==> config.mk <==
export PLATFORM = sky130hd
export DESIGN_NAME = bit_serial_alu
export DESIGN_NICKNAME = d
export VERILOG_FILES = /design/src/rtl/bit_serial_alu.sv
export SDC_FILE = /design/constraint.sdc
export NUM_CORES = 1
export LEC_CHECK = 0
export BUFFER_PORTS_ARGS = -buffer_cell sky130_fd_sc_hd__buf_2
export CAP_MARGIN = 20
export CELL_PAD_IN_SITES_DETAIL_PLACEMENT = 0
export CELL_PAD_IN_SITES_GLOBAL_PLACEMENT = 1
export CORE_MARGIN = 5
export CORE_UTILIZATION = 41
export CTS_CLUSTER_SIZE = 30
export DETAILED_ROUTE_END_ITERATION = 12
export PLACE_DENSITY_LB_ADDON = 0.05
export SLEW_MARGIN = 20
export SYNTH_ARGS = -nofsm -noshare
export SYNTH_HDL_FRONTEND = slang
export SYNTH_SLANG_ARGS = --single-unit
export TNS_END_PERCENT = 50
==> constraint.sdc <==
create_clock -name clk -period 2.8 [get_ports clk]
set_input_delay 0.7 -clock clk [delete_from_list [all_inputs] [get_ports clk]]
set_output_delay 0.7 -clock clk [all_outputs]
set_load 0.005 [all_outputs]
==> src/rtl/bit_serial_alu.sv <==
// Bit-serial ALU: one 1-bit slice, LSB first, WIDTH+2 cycles per operation.
// Define BIT_SERIAL_ALU_SLT_EN to support SLT (aluCtl 0111).
module bit_serial_alu #(
    parameter int WIDTH = 8
) (
    input  logic             clk,
    input  logic             rst_n,
    input  logic             inValid,
    output logic             inReady,
    input  logic [WIDTH-1:0] a,
    input  logic [WIDTH-1:0] b,
    input  logic [3:0]       aluCtl,
    output logic             outValid,
    input  logic             outReady,
    output logic [WIDTH-1:0] result,
    output logic             zero,
    output logic             overflow,
    output logic             carryOut
);

    localparam int CW = (WIDTH > 1) ? $clog2(WIDTH) : 1;

    localparam logic [3:0] C_AND = 4'b0000;
    localparam logic [3:0] C_OR  = 4'b0001;
    localparam logic [3:0] C_ADD = 4'b0010;
    localparam logic [3:0] C_SUB = 4'b0110;
    localparam logic [3:0] C_NOR = 4'b1100;
`ifdef BIT_SERIAL_ALU_SLT_EN
    localparam logic [3:0] C_SLT = 4'b0111;
`endif

    localparam logic [1:0] OP_AND = 2'd0;
    localparam logic [1:0] OP_OR  = 2'd1;
    localparam logic [1:0] OP_ADD = 2'd2;

    typedef enum logic [1:0] {
        IDLE,
        RUN,
        DONE
    } state_t;

    state_t           r_state;
    state_t           w_state_nxt;
    logic [WIDTH-1:0] r_a;
    logic [WIDTH-1:0] r_b;
    logic [3:0]       r_ctl;
    logic [CW-1:0]    r_cnt;
    logic             r_carry;
    logic [WIDTH-1:0] r_result;
    logic             r_zero;
    logic             r_ovf;
    logic             r_cout;

    logic             w_accept;
    logic             w_last;
    logic             w_cin_init;
    logic             w_ainv;
    logic             w_binv;
    logic [1:0]       w_op;
    logic             w_arith;
    logic             w_supp;
    logic             w_ai;
    logic             w_bi;
    logic             w_sum;
    logic             w_co;
    logic             w_bit;
    logic [WIDTH-1:0] w_res_shift;
    logic [WIDTH-1:0] w_res_fin;

    assign inReady  = (r_state == IDLE);
    assign outValid = (r_state == DONE);
    assign result   = r_result;
    assign zero     = r_zero;
    assign overflow = r_ovf;
    assign carryOut = r_cout;

    assign w_accept = (r_state == IDLE) && inValid;
    assign w_last   = (r_cnt == CW'(WIDTH - 1));

`ifdef BIT_SERIAL_ALU_SLT_EN
    assign w_cin_init = (aluCtl == C_SUB) || (aluCtl == C_SLT);
`else
    assign w_cin_init = (aluCtl == C_SUB);
`endif

    always_comb begin
        w_ainv  = 1'b0;
        w_binv  = 1'b0;
        w_op    = OP_AND;
        w_arith = 1'b0;
        w_supp  = 1'b1;
        unique case (r_ctl)
            C_AND: w_op = OP_AND;
            C_OR:  w_op = OP_OR;
            C_ADD: begin
                w_op    = OP_ADD;
                w_arith = 1'b1;
            end
            C_SUB: begin
                w_op    = OP_ADD;
                w_binv  = 1'b1;
                w_arith = 1'b1;
            end
`ifdef BIT_SERIAL_ALU_SLT_EN
            C_SLT: begin
                w_op   = OP_ADD;
                w_binv = 1'b1;
            end
`endif
            C_NOR: begin
                w_op   = OP_AND;
                w_ainv = 1'b1;
                w_binv = 1'b1;
            end
            default: w_supp = 1'b0;
        endcase
    end

    // The single 1-bit slice; operands shift right so bit 0 is always current.
    assign w_ai  = r_a[0] ^ w_ainv;
    assign w_bi  = r_b[0] ^ w_binv;
    assign w_sum = w_ai ^ w_bi ^ r_carry;
    assign w_co  = (w_ai & w_bi) | (r_carry & (w_ai ^ w_bi));

    always_comb begin
        w_bit = 1'b0;
        if (w_supp) begin
            unique case (w_op)
                OP_AND:  w_bit = w_ai & w_bi;
                OP_OR:   w_bit = w_ai | w_bi;
                OP_ADD:  w_bit = w_sum;
                default: w_bit = 1'b0;
            endcase
        end
    end

    assign w_res_shift = {w_bit, r_result[WIDTH-1:1]};

`ifdef BIT_SERIAL_ALU_SLT_EN
    logic w_slt;
    logic w_set;
    assign w_slt     = (r_ctl == C_SLT);
    assign w_set     = w_sum ^ (r_carry ^ w_co);
    assign w_res_fin = w_slt ? {{(WIDTH-1){1'b0}}, w_set} : w_res_shift;
`else
    assign w_res_fin = w_res_shift;
`endif

    always_comb begin
        w_state_nxt = r_state;
        unique case (r_state)
            IDLE: if (inValid) w_state_nxt = RUN;
            RUN:  if (w_last) w_state_nxt = DONE;
            DONE: if (outReady) w_state_nxt = IDLE;
            default: w_state_nxt = IDLE;
        endcase
    end

    always_ff @(posedge clk or negedge rst_n) begin
        if (!rst_n) begin
            r_state  <= IDLE;
            r_a      <= '0;
            r_b      <= '0;
            r_ctl    <= '0;
            r_cnt    <= '0;
            r_carry  <= 1'b0;
            r_result <= '0;
            r_zero   <= 1'b0;
            r_ovf    <= 1'b0;
            r_cout   <= 1'b0;
        end else begin
            r_state <= w_state_nxt;
            if (w_accept) begin
                r_a      <= a;
                r_b      <= b;
                r_ctl    <= aluCtl;
                r_cnt    <= '0;
                r_carry  <= w_cin_init;
                r_result <= '0;
                r_zero   <= 1'b0;
                r_ovf    <= 1'b0;
                r_cout   <= 1'b0;
            end else if (r_state == RUN) begin
                r_a     <= r_a >> 1;
                r_b     <= r_b >> 1;
                r_carry <= w_co;
                r_cnt   <= r_cnt + CW'(1);
                if (w_last) begin
                    r_result <= w_res_fin;
                    r_zero   <= (w_res_fin == '0);
                    r_ovf    <= w_arith & (r_carry ^ w_co);
                    r_cout   <= w_arith & w_co;
                end else begin
                    r_result <= w_res_shift;
                end
            end
        end
    end

endmodule

== After elaboration in Yosys (flattened, before gate mapping) ==
Cells that the tools add are included.
Storage, ports and cells
  output and inout bits: 13
  word-level logic and storage cells: 77
  bits in registers: 37
Cells by class
  add/subtract/negate cells: 1
  equal/unequal tests: 13
  mux-type cells: 30
  bitwise operators: 11
  reduce and logical (&&, ||, !) cells: 12
Operators by type and width (number)
  8-bit two-way mux: 6
  1-bit two-way mux: 16
  4-bit by 3-bit == test with 1-bit output, second input constant: 2
  8-bit logical NOT: 1
  2-bit two-way mux: 3
  3-bit two-way mux: 2
  2-bit case mux with 3 select lines: 1
  5-bit OR reduction: 1
  1-bit bitwise XOR: 5
  1-bit bitwise AND: 4
  2-bit by 1-bit == test with 1-bit output, second input constant: 2
  2-bit == test, second input constant: 2
  4-bit by 1-bit == test with 1-bit output, second input constant: 1
  4-bit by 2-bit == test with 1-bit output, second input constant: 1
  4-bit == test, second input constant: 1
  2-bit logical NOT: 2
  4-bit logical NOT: 1
  2-bit inequality test, second input constant: 2
  2-bit case mux with 2 select lines: 1
  2-bit nonzero test: 2
  2-bit OR reduction: 2
  3-bit by 1-bit adder with 3-bit output, second input constant: 1
  3-bit == test, second input constant: 1
  1-bit case mux with 3 select lines: 1
  5 further kinds: 6

== Logic depth before layout (Yosys ltp) ==
  depth after elaboration: 12
  gate-level depth with buffers: 8
  mapped depth without buffers: 7

== Least setup slack after synthesis ==
OpenSTA, ideal clock, no wires.
  path kind: flip-flop to flip-flop
  start point: reg r_ctl[1]
  end point: reg r_zero, in the netlist zero
  period minus slack after synthesis: 2.155 ns
  data arrival time: 2.035 ns
  cell stages (with the launch flop): 9
  slack: 0.645 ns
  cell sequence: dfrtp_1 > clkbuf_2 > xnor2_1 > nor3b_2 > xnor2_1 > fa_1 > nor4b_1 > nor2_1 > a31o_1
Between the ends
  longest elaborated chain between the ends: 12
  elaborated cells on any way between the ends: 27
  classes of those cells: eq/ne (6); mux (9); bitwise (6); reduce/logical (6)
Ends and longest elaborated chain
  start, declared: RTL line 46  | logic [3:0] r_ctl;
  start signal, assigned: RTL line 176  | r_ctl <= aluCtl;
  4-bit == test / 4-bit by 3-bit == test with 1-bit output (equally long branches): RTL line 92  | unique case (r_ctl)
  2-bit OR reduction (no line)
  1-bit two-way mux: RTL line 92
  1-bit bitwise XOR: RTL line 121  | assign w_bi = r_b[0] ^ w_binv;
  1-bit bitwise XOR (2 in a row): RTL line 122  | assign w_sum = w_ai ^ w_bi ^ r_carry;
  1-bit case mux with 3 select lines: RTL line 128  | unique case (w_op)
  1-bit two-way mux *: RTL line 127  | if (w_supp) begin
  8-bit logical NOT *: RTL line 190  | r_zero <= (w_res_fin == '0);
  1-bit two-way mux *: RTL line 188  | if (w_last) begin
  1-bit two-way mux *: RTL line 183  | end else if (r_state == RUN) begin
  1-bit two-way mux *: RTL line 173  | if (w_accept) begin
  end signal, assigned: RTL line 190
  end, declared: RTL line 50  | logic r_zero;
Mark *: on every way between the ends. The rest lies on a longest branch, timed or not. The select of a mux whose other input is x is not followed.
A chain may end at the register's enable or synchronous reset.

== Worst setup path after layout ==
  start point: reg r_ctl[3]
  end point: reg r_zero, in the netlist zero
The elaborated chain is that of the path after synthesis.

==> summary.md <==
| Metric | Value |
|---|---|
| Outcome | complete, no violations |
| Pre-CTS setup slack | 505 ps |
| Drt drc | 0 |
| Final Slew Violations | 0 |
| DIE AREA | 0.00582 mm^2 |
| Sw Pwr | 843 uW |
| Endpoint type of the worst setup path | flip-flop |
| Chip width | 76.3 um |
| Rel. slew slack | 0.447 |
| GRT overflow | 0 |
| Startpoint Class | flip-flop |
| Largest net degree at the start of global routing | 38 |
| Hold WC Path Type | reg2reg |
| Layout cells sized above 1 | 0.257 |
| Row cnt | 24 |
| H-tree Lvls | 2 |
| Sequential share of the synthesized area | 0.514 |
| DR vias | 1,424 |
| DR vias/cell | 5.35 |
| Max cap viols | 0 |
| Drt wl/cell | 14.6 um |
| Avg Inst Size Synth | 10.0 um^2 |
| Clock-pin slew on the worst setup and hold paths | 70 ps |
| Later-pin clock latency in the skew report | around 280 ps |
| Hold Slack | 481 ps |
| CTS tree | yes |
| CP top delay family | simple AND/OR/NAND/NOR gates |
| Area Overhead vs Synth | 15.6% |
| Die Y | 76.3 um |
| Synth async-reset ratio | 1.00 |
| Yosys warns | 0 |
| Most used cell, CP | xnor2_1 |
| Final hold viol count | 0 |
| Kind of critical path | reg2reg |
| CP peak stage delay | 470 ps |
| Worst Path Buf+Inv | 0 |
| Final number of setup-violating endpoints | 0 |
| Clock period minus worst slack | 2310 ps |
| Clock Power Share | 0.169 |
| Diodes inserted | 0 |
| Initial antenna violation count | 0 |
| I/O pin total | 37 |
| Dominant synthesized flop cell | dfrtp_1 |
| Arr. time, crit path | roughly 2500 ps |
| Worst Path Max Fanout | 7 |
| Root Driver | clkbuf_8 |
| Post-CTS Setup Bufs | 0 |
| Clock Skew | 6.87 ps |
| Initial Utilization | 0.417 |
| Post-Route WL | approximately 4000 um |
| Sw frac | 0.386 |
| PwrDens | ~1000 mW/mm^2 |
| Total CTS buffers | 5 |
| VDD IR-drop max | slightly below 0.4 mV |
| Max Fclk | 434 MHz |
| Combinational share of power | 0.397 |
| Internal power | ~1.3 mW |
| Port Buf Inserts | 36 |
| Post-CTS sizing | 0 |
| Post-synth net total | 209 |
| Worst EP required | 2980 ps |
| First-pass GRT wire length | ~6600 um |
| Post-synth cell types | 37 |
| Final setup margin | 494 ps |
| Post-CTS Hold Fix Bufs | 0 |
| Fin crit share | 0.823 |
| Synthesized area | 0.00180 mm^2 |
| Iteration-0 DRC count of the detailed router | 58 |
| TritonRoute pass-1 iters | 4 |
| Slowest cell on the critical path | dfrtp_1 |
| Antenna-violating nets left | 0 |
| Routability Congestion | 0.712 |
| Synthesized flop and latch total | 37 |
| Hpwl dp | about 2700 um |
| Final nets | about 240 |
| Worst-case clock buffer depth | 2 |
| Total negative slack | 0 ps |
| Reg2reg setup slack | 490 ps |
| RSZ-0062 raised after global routing | no |
| Leakage | 1.06 nW |
| Global Route Usage Sum | 0.138 |
| Vias in the first global route | roughly 1,400 |
| Crit-path cells | xnor2_1 > nor3b_2 > xnor2_1 > fa_1 > nor4b_1 > nor2_1 > a31o_1 |
| Seq pwr share | 0.434 |
| EDFF count, synth | 0 |
| Core area | 0.00432 mm^2 |
| Pin slew with the least headroom to its limit | 829 ps |
| Syn Inst Count | 180 |
| Clk sink count | 37 |
cell usage after synthesis, types with 2 or more instances:
library cell,count,area (um^2)
a22oi_1,14,105
nor2_1,5,18.8
buf_2,9,45.0
ha_1,4,50.1
nand3_1,11,55.1
a21oi_1,4,20.0
o21ai_0,3,15.0
inv_1,3,11.3
nand2_1,54,203
buf_6,2,22.5
mux2_2,4,45.0
nand2b_1,2,12.5
dfrtp_1,37,926
xnor2_1,5,43.8
area by class of cell:
| type | count | area, um^2 |
|---|---|---|
| tap | 52 | 65.1 |
| inverter | 3 | 11.3 |
| timing repair buffer | 39 | 203 |
| multi-input combinational | 128 | 793 |
| fill | 449 | 2240 |
| clock buffer | 7 | 86.3 |
| sequential | 37 | 926 |
worst paths after layout:
kind / startpoint / to / cells after the start
min in group asynchronous: rst_n / r_state[1]$_DFFE_PN0P_ / 1
worst max register to register: r_ctl[3]$_DFFE_PN0P_ / zero$_DFFE_PN0P_ / 7
max in group asynchronous: rst_n / r_a[3]$_DFFE_PN0P_ / 1
worst min-delay path: r_b[3]$_DFFE_PN0P_ / r_b[3]$_DFFE_PN0P_ / 2
worst min register to register: r_b[3]$_DFFE_PN0P_ / r_b[3]$_DFFE_PN0P_ / 2
worst max-delay path: r_ctl[3]$_DFFE_PN0P_ / zero$_DFFE_PN0P_ / 7
per-layer routing:
layer | vias up | track usage | wire (um)
li1 | 678 | - | -
met3 | 7 | 0.0449 | 225
met5 | - | 0 | 0
met4 | 0 | 0.0507 | 61
met2 | 30 | 0.213 | 1890
met1 | 709 | 0.180 | 1710
sequential cells by signal (all words and copies together), names as in the netlist:
| signal | cells |
|---|---|
| r_ctl | 4 |
| carryOut | 1 |
| r_b | 8 |
| r_a | 8 |
| result | 8 |
| r_carry | 1 |
| r_state | 2 |
| zero | 1 |
| overflow | 1 |
| r_cnt | 3 |
kinds of logic (layout without fill, tap and decap cells):
logic type                 count (synthesis)  after routing  share of synthesized area
muxes                                      6              6                     0.0368
adders and majority gates                  5              5                     0.0389
DFF                                       37             37                      0.514
xor gates and xnor gates                   6              6                     0.0291
and+or+nand+nor                           85             85                      0.237
AOI/OAI and AO/OA                         26             26                     0.0985
buffers and inverters                     15             49                     0.0465
power groups by stage:
stage	sequential (mW)	combinational (mW)	clock (mW)
global route	0.975	0.996	0.406
global placement	0.941	0.837	0
floorplan	0.873	0.724	0
CTS	0.947	0.883	0.385
finish	0.947	0.867	0.370
detailed placement	0.956	0.877	0
tightest hold or removal path, delay by kind of cell (launching register included):
family / cells / cell delay (ps)
simple gates: 2 / 100
flops: 1 / 350
metrics by stage:
stage,total power [mW],std cells,instance area (um^2),utilization
after floorplan,1.60,180,1800,-
after global placement,1.78,259,2000,0.462
after detailed placement,1.83,259,2000,0.462
after CTS,2.21,266,2080,0.482
after global routing,2.38,266,2080,0.482
final,2.18,266,2080,0.482
cell usage in the layout, fill, tap and decap left out, types with 2 or more instances in the layout:
cell,instances
nand2_1,54
nor2_1,5
dfrtp_1,37
xnor2_1,5
nand3_1,11
nand2b_1,2
inv_1,3
buf_2,36
clkbuf_8,6
a22oi_1,14
ha_1,4
mux2_2,4
o21ai_0,3
buf_4,3
a21oi_1,4
(Power assumes the default switching activity.)
